[src/rtl/l2_mem_pkg.sv]
// Shared constants and state type for the L2 data-memory master port.
// Optional per-word write mask is enabled by defining L2_MEM_PORT_WMASK_EN.
package l2_mem_pkg;

    localparam logic [6:0] OPC_LOAD  = 7'b0000011;
    localparam logic [6:0] OPC_STORE = 7'b0100011;
    localparam logic [6:0] OPC_NONE  = 7'b0000000;

    typedef enum logic [1:0] {
        IDLE,
        READ,
        WRITE,
        RESP
    } l2mp_state_t;

endpackage

[src/rtl/l2_line_buffer.sv]
// Refill line buffer: LINE_WORDS x 32-bit register, one indexed word write per
// cycle, full-line read-out.
module l2_line_buffer #(
    parameter int LINE_WORDS = 4,
    localparam int CW = $clog2(LINE_WORDS)
) (
    input  logic                       clk,
    input  logic                       reset,
    input  logic                       we,
    input  logic [CW-1:0]              widx,
    input  logic [31:0]                wdata,
    output logic [LINE_WORDS*32-1:0]   line
);

    logic [LINE_WORDS-1:0][31:0] words;

    always_ff @(posedge clk) begin
        if (reset) begin
            words <= '0;
        end else if (we) begin
            words[widx] <= wdata;
        end
    end

    assign line = words;

endmodule

[src/rtl/l2_mem_port.sv]
// Line-granular master port: sequences one L2 refill/writeback into LINE_WORDS
// single-word LOAD/STORE cycles. L2_MEM_PORT_WMASK_EN adds the req_wmask port.
module l2_mem_port
    import l2_mem_pkg::*;
#(
    parameter int LINE_WORDS = 4
) (
    input  logic                       clk,
    input  logic                       reset,
    input  logic                       req_valid,
    output logic                       req_ready,
    input  logic                       req_write,
    input  logic [31:0]                req_addr,
    input  logic [LINE_WORDS*32-1:0]   req_wdata,
`ifdef L2_MEM_PORT_WMASK_EN
    input  logic [LINE_WORDS-1:0]      req_wmask,
`endif
    output logic                       resp_valid,
    output logic [LINE_WORDS*32-1:0]   resp_data,
    output logic [6:0]                 mem_opcode,
    output logic [31:0]                mem_addr,
    output logic [31:0]                mem_wdata,
    input  logic [31:0]                mem_rdata
);

    localparam int CW  = $clog2(LINE_WORDS);
    localparam int OFF = $clog2(LINE_WORDS*4);

    l2mp_state_t                 state_q, state_d;
    logic [CW-1:0]               cnt_q, cnt_d;
    logic [31:0]                 base_q;
    logic [LINE_WORDS-1:0][31:0] wdata_q;
`ifdef L2_MEM_PORT_WMASK_EN
    logic [LINE_WORDS-1:0]       mask_q;
`endif

    logic        accept;
    logic        last_word;
    logic [31:0] word_addr;
    logic        unused_offset_bits;

    assign req_ready          = (state_q == IDLE) && !reset;
    assign accept             = req_valid && req_ready;
    assign last_word          = (cnt_q == CW'(LINE_WORDS-1));
    // Base is line aligned, so adding 4*cnt never carries out of the line.
    assign word_addr          = base_q + (32'(cnt_q) << 2);
    assign unused_offset_bits = ^req_addr[OFF-1:0];

    always_ff @(posedge clk) begin
        if (reset) begin
            state_q <= IDLE;
            cnt_q   <= '0;
            base_q  <= '0;
            wdata_q <= '0;
`ifdef L2_MEM_PORT_WMASK_EN
            mask_q  <= '0;
`endif
        end else begin
            state_q <= state_d;
            cnt_q   <= cnt_d;
            if (accept) begin
                base_q  <= {req_addr[31:OFF], {OFF{1'b0}}};
                wdata_q <= req_wdata;
`ifdef L2_MEM_PORT_WMASK_EN
                mask_q  <= req_wmask;
`endif
            end
        end
    end

    always_comb begin
        state_d = state_q;
        cnt_d   = cnt_q;
        case (state_q)
            IDLE: begin
                if (accept) begin
                    cnt_d   = '0;
                    state_d = req_write ? WRITE : READ;
                end
            end
            READ, WRITE: begin
                if (last_word) begin
                    cnt_d   = '0;
                    state_d = RESP;
                end else begin
                    cnt_d = cnt_q + CW'(1);
                end
            end
            RESP:    state_d = IDLE;
            default: state_d = IDLE;
        endcase
    end

    // Memory strobes come only from registered state so they settle before the
    // falling-edge store commit.
    always_comb begin
        mem_opcode = OPC_NONE;
        mem_addr   = '0;
        mem_wdata  = '0;
        case (state_q)
            READ: begin
                mem_opcode = OPC_LOAD;
                mem_addr   = word_addr;
            end
            WRITE: begin
`ifdef L2_MEM_PORT_WMASK_EN
                mem_opcode = mask_q[cnt_q] ? OPC_STORE : OPC_NONE;
`else
                mem_opcode = OPC_STORE;
`endif
                mem_addr   = word_addr;
                mem_wdata  = wdata_q[cnt_q];
            end
            default: ;
        endcase
    end

    assign resp_valid = (state_q == RESP);

    l2_line_buffer #(.LINE_WORDS(LINE_WORDS)) u_buf (
        .clk   (clk),
        .reset (reset),
        .we    (state_q == READ),
        .widx  (cnt_q),
        .wdata (mem_rdata),
        .line  (resp_data)
    );

endmodule

[config.mk]
export PLATFORM = sky130hd
export DESIGN_NAME = l2_mem_port
export DESIGN_NICKNAME = d
export VERILOG_FILES = /design/src/rtl/l2_mem_pkg.sv /design/src/rtl/l2_line_buffer.sv /design/src/rtl/l2_mem_port.sv
export SDC_FILE = /design/constraint.sdc
export NUM_CORES = 1
export LEC_CHECK = 0
export ABC_AREA = 1
export CORE_ASPECT_RATIO = 0.75
export CORE_UTILIZATION = 47
export CTS_CLUSTER_SIZE = 20
export DETAILED_ROUTE_END_ITERATION = 10
export PLACE_DENSITY = 0.92
export SETUP_SLACK_MARGIN = 0.1
export SYNTH_ARGS = -nofsm -noshare
export SYNTH_HDL_FRONTEND = slang
export SYNTH_HIERARCHICAL = 1
export SYNTH_SLANG_ARGS = --single-unit
[constraint.sdc]
create_clock -name clk -period 1.7 [get_ports clk]
set_input_delay 0.255 -clock clk [delete_from_list [all_inputs] [get_ports clk]]
set_output_delay 0.255 -clock clk [all_outputs]
set_load 0.01 [all_outputs]
; ---- Yosys cells after proc, flatten, opt, wreduce, memory -nomap -nowiden
; Index checks and enable logic that the tools add are counted.
[word_totals]
ff_bits = 288
input_bits = 196
output_inout_bits = 201
wordCells = 45
[op_classes]
n_addsub = 2
n_lt_le_gt_ge = 2
eq_ne = 6
muxes = 15
reduce_logical = 9
[op_table]
columns = operator, n
row1 = 128-bit bitwise mux, 1
row2 = 32-bit two-way mux, 4
row3 = 32-bit binary-select mux with 2-bit select, 1
row4 = 32-bit demux with 2-bit select, 1
row5 = 32-bit by 4-bit adder with 32-bit output, 1
row6 = 6-bit case mux with 2 select lines, 1
row7 = 2-bit two-way mux, 5
row8 = 2-bit equality test (second input constant), 3
row9 = 2-bit case mux with 3 select lines, 1
row10 = 2-bit case mux with 2 select lines, 1
row11 = 2-bit AND reduction, 2
row12 = 1-bit logical AND, 3
row13 = 2-bit by 3-bit < comparator with 1-bit output (second input constant), 1
row14 = 2-bit by 1-bit adder with 2-bit output (second input constant), 1
row15 = 2-bit by 1-bit equality test with 1-bit output (second input constant), 1
row16 = 2-bit by 1-bit >= comparator with 1-bit output (second input constant), 1
row17 = 2-bit logical NOT, 1
row18 = 2-bit by 1-bit inequality test with 1-bit output (second input constant), 1
row19 = 2-bit inequality test (second input constant), 1
row20 = 2-bit nonzero test, 1
row21 = 2-bit OR reduction, 1
row22 = 1-bit logical NOT, 1

; ---- Depth between registers and ports, before layout
[logic_depth]
ltp_word = 5
ltp_mapped = 9
ltp_nobuf = 8

; ---- Modules after synthesis
; Netlist, hierarchy kept.
[modules_own_cells]
columns = module, n_inst, cells_each, area_each_um2, seq_area_each_um2
row1 = l2_mem_port, 1, 1063, 7285.7, 3203.1
row2 = l2_line_buffer, 1, 820, 5297.6, 2562.5

; ---- Least setup slack after synthesis
; OpenSTA, ideal clock, no wires.
[synth_timing]
path_kind = reg-to-output
from = register state_q[1]
to = output port mem_addr[3]
t_arrival_ns = 1.465
required_ns = 1.445
slack_ns = -0.020
stages_incl_launch_ff = 7
n_path_buf = 2
path_cell_list = dfxtp_1 inv_1 ha_1 clkbuf_1 clkbuf_1 nand2_1 inv_1
[synth_between]
elab_chain_cells = 3
elab_cells_between_ends = 4
cone_classes = eq/ne (2) / mux (1) / reduce/logical (1)
[synth_rtl]
columns = item, line
row1 = from (decl), l2_mem_port.sv:29  ; l2mp_state_t state_q, state_d;
row2 = from (signal assigned), l2_mem_port.sv:59  ; state_q <= state_d;
row3 = 2-bit equality test / 2-bit by 1-bit equality test with 1-bit output (equally long branches), l2_mem_port.sv:100  ; case (state_q)
row4 = 2-bit OR reduction (no line) *, --
row5 = 32-bit two-way mux *, l2_mem_port.sv:100
row6 = to (decl), l2_mem_port.sv:21  ; output logic [31:0] mem_addr,
; Mark *: on every way between the ends. The rest lies on a longest branch, timed or not.

; ---- Worst setup path in the final report
[layout_timing]
from = register cnt_q[0]
to = output port mem_wdata[6]
[layout_between]
elab_chain_cells = 3
[layout_rtl]
columns = item, line
row1 = from (decl), l2_mem_port.sv:30  ; logic [CW-1:0] cnt_q, cnt_d;
row2 = from (signal assigned), l2_mem_port.sv:60  ; cnt_q <= cnt_d;
row3 = 32-bit binary-select mux with 2-bit select, l2_mem_port.sv:112  ; mem_wdata = wdata_q[cnt_q];
row4 = 32-bit two-way mux (not written as such), l2_mem_port.sv:112
row5 = 32-bit two-way mux, l2_mem_port.sv:100
row6 = to (decl), l2_mem_port.sv:22  ; output logic [31:0] mem_wdata,
; Every way passes these cells. The select of a mux whose other input is x is not followed.

==> results.sh <==
export IMPL_die_w_um=191
export IMPL_critPathLaunchType="flop"
export IMPL_cap_viol_max_count=0
export IMPL_min_period_over_period=1.23
export IMPL_synthCells=1883
export IMPL_grt_ovfl_total=0
export IMPL_die_y_um=144
export IMPL_status="finished, violations left"
export IMPL_cp_slowest_cell="dfxtp_4"
export IMPL_ctsHoldBuffers=0
export IMPL_postRouteAntennaNets=0
export IMPL_vias_per_cell=5.42
export IMPL_wl_met2_mm=21.9
export IMPL_drt_first_pass_iters=5
export IMPL_violations="negative setup slack"
export IMPL_portBuffers=386
export IMPL_grt_pass1_vias=12787
export IMPL_gp_congestion=0.900
export IMPL_synth_top_area_frac=0.458
export IMPL_grt_use_total=0.298
export IMPL_grt_pass1_wl_mm=65.4
export IMPL_wl_mm=46.0
export IMPL_fin_crit_ns=2.09
export IMPL_path_max_fanout=8
export IMPL_rsz0062_at_grt="yes"
export IMPL_power_leakage_nw=9.73
export IMPL_first_iter_violations=1292
export IMPL_synth_seq_area_share=0.458
export IMPL_cts_sinks=288
export IMPL_setup_ws_ns=-0.391
export IMPL_critPathMaxStageDelay_ns=0.45
export IMPL_clkTransAtPathRegs_ns=0.06
export IMPL_syn_to_final_growth_pct=49.7
export IMPL_yosys_warnings=6
export IMPL_final_common_cell="nand2_1"
export IMPL_fp_row_count=51
export IMPL_min_path_type="input pin to flop"
export IMPL_fin_nets=2452
export IMPL_ys_ff_latch=288
export IMPL_vias=14171
export IMPL_root_buffer="clkbuf_16"
export IMPL_cts_path_max_buffers=3
export IMPL_cts_made_buffers=29
export IMPL_syn_area_um2=12600
export IMPL_ir_drop_mv=0.875
export IMPL_hold_viol_final=0
export IMPL_finalSetupViolCount=68
export IMPL_fin_hold_ws_ns=0.0435
export IMPL_path_class="flop to output port"
export IMPL_clock_skew_ns=0.0203
export IMPL_antenna_found_initial=2
export IMPL_final_cell_mix="390 x nand2_1, 341 x nor2_1, 326 x nand3_1"
export IMPL_fp_dieArea_um2=27400
export IMPL_required_ns=1.44
export IMPL_worstPathCellList="buf_8 -> buf_6 -> nor2_2 -> nor2_2 -> o21ai_2 -> a21oi_4 -> buf_6"
export IMPL_end_kind="output port"
export IMPL_insertion_delay_ns=0.55
export IMPL_layout_drive_gt1_share=0.156
export IMPL_core_um2=26100
export IMPL_synthTopCellsByArea="dfxtp_1 46%, nand3_1 14%, nand2_1 12%, nor2_1 11%, inv_1 5.1%"
export IMPL_drt_met1_wl_mm=17.3
export IMPL_fin_tns_setup_ns=-20.96
export IMPL_powerDensity_nw_per_um2=1360
export IMPL_max_freq_mhz=478
export IMPL_dr_max_layer_used="met5"
export IMPL_yosys_area_top_type="dfxtp_1"
export IMPL_cts_htree_levels=1
export IMPL_wl_per_cell_um=17.6
export IMPL_ys_types=17
export IMPL_ios=397
export IMPL_grt_max_degree=98
export IMPL_syn_area_per_cell_um2=6.68
export IMPL_cts_tree="built"
export IMPL_cp_arrival_ns=1.84
export IMPL_hpwlAfterDp_mm=27.7
export IMPL_start_util=0.482
export IMPL_drc=0
export IMPL_route_met3_wl_mm=4.35
export IMPL_maxSlewViolCount=0
cell usage after synthesis (all sizes together):
cell	n
buf	95
a21oi	66
nor2	361
o21ai	67
conb	1
ha	7
nand3	351
nand2	419
clkbuf	54
inv	174
dfxtp	288
metal layers:
| layer | up-vias | GRT usage |
|---|---|---|
| met5 | - | 0 |
| met4 | 2 | 0.153 |
| met3 | 191 | 0.0552 |
| met2 | 828 | 0.502 |
| met1 | 6549 | 0.363 |
| li1 | 6601 | - |
sequential cells by signal, indices dropped and copies added, names as in the netlist:
name / flops
base_q: 28
wdata_q: 128
cnt_q: 2
u_buf/line: 128
state_q: 2
worst paths after layout:
path | from | end | slack (ns) | depth (start not counted)
setup / recovery | cnt_q[0] | mem_wdata[6] | -0.39 | 7
hold / removal | req_valid | base_q[31] | 0.04 | 3
setup reg to reg | state_q[0] | cnt_q[0] | -0.13 | 12
hold reg to reg | wdata_q[17] | wdata_q[17] | 0.46 | 2
critical path: cells and delay by family, from the launching register on:
kind	cells	cell delay, ns
AND/OR/NAND/NOR	2	0.16
buffers and inverters	3	0.42
AO/OA/AOI/OAI	2	0.27
flip-flops	1	0.45
metrics by stage:
step	utilization	cell area [um^2]	power, mW	std cells	setup slack (ns)
2_1_floorplan	-	12600	12.9	1888	0.127
3_3_place_gp	0.647	16900	16.2	2520	-0.269
3_5_place_dp	0.647	16900	16.5	2520	-0.268
4_1_cts	0.693	18100	24.2	2594	-0.407
5_1_grt	0.722	18800	26.7	2614	-0.429
6_report	0.722	18800	25.6	2615	-0.391
repair_timing:
item / CTS / global route
pin swaps: 32 / 27
buffers inserted: 17 / 15
resized for setup: 552 / 151
setup endpoints to repair: 247 / 131
cloned: 7 / 8
area by class of cell:
cell class,instances,area [um^2]
antenna,2,5.00
clock buffer,43,818
clock inverter,8,128
fill,1917,7260
inverter,174,674
multi-input combinational,1277,6120
sequential,288,5770
tap,344,430
timing repair buffer,479,4890
cells by family after synthesis:
logic type / Yosys count / synth area share
DFF: 288 / 0.458
buffers and inverters: 323 / 0.107
and+or+nand+nor: 1131 / 0.374
adders and majority gates: 7 / 0.00696
other: 1 / 0.000298
AOI/OAI and AO/OA: 133 / 0.0529
power by group:
group	internal (mW)	leakage, nW	switching, mW	total, mW
logic	4.60	6.93	5.85	10.5
clock network	3.78	0.454	2.67	6.44
registers	7.93	2.35	0.810	8.74
total	16.3	9.73	9.32	25.6
Note: power is estimated with default switching activity, not from simulation.
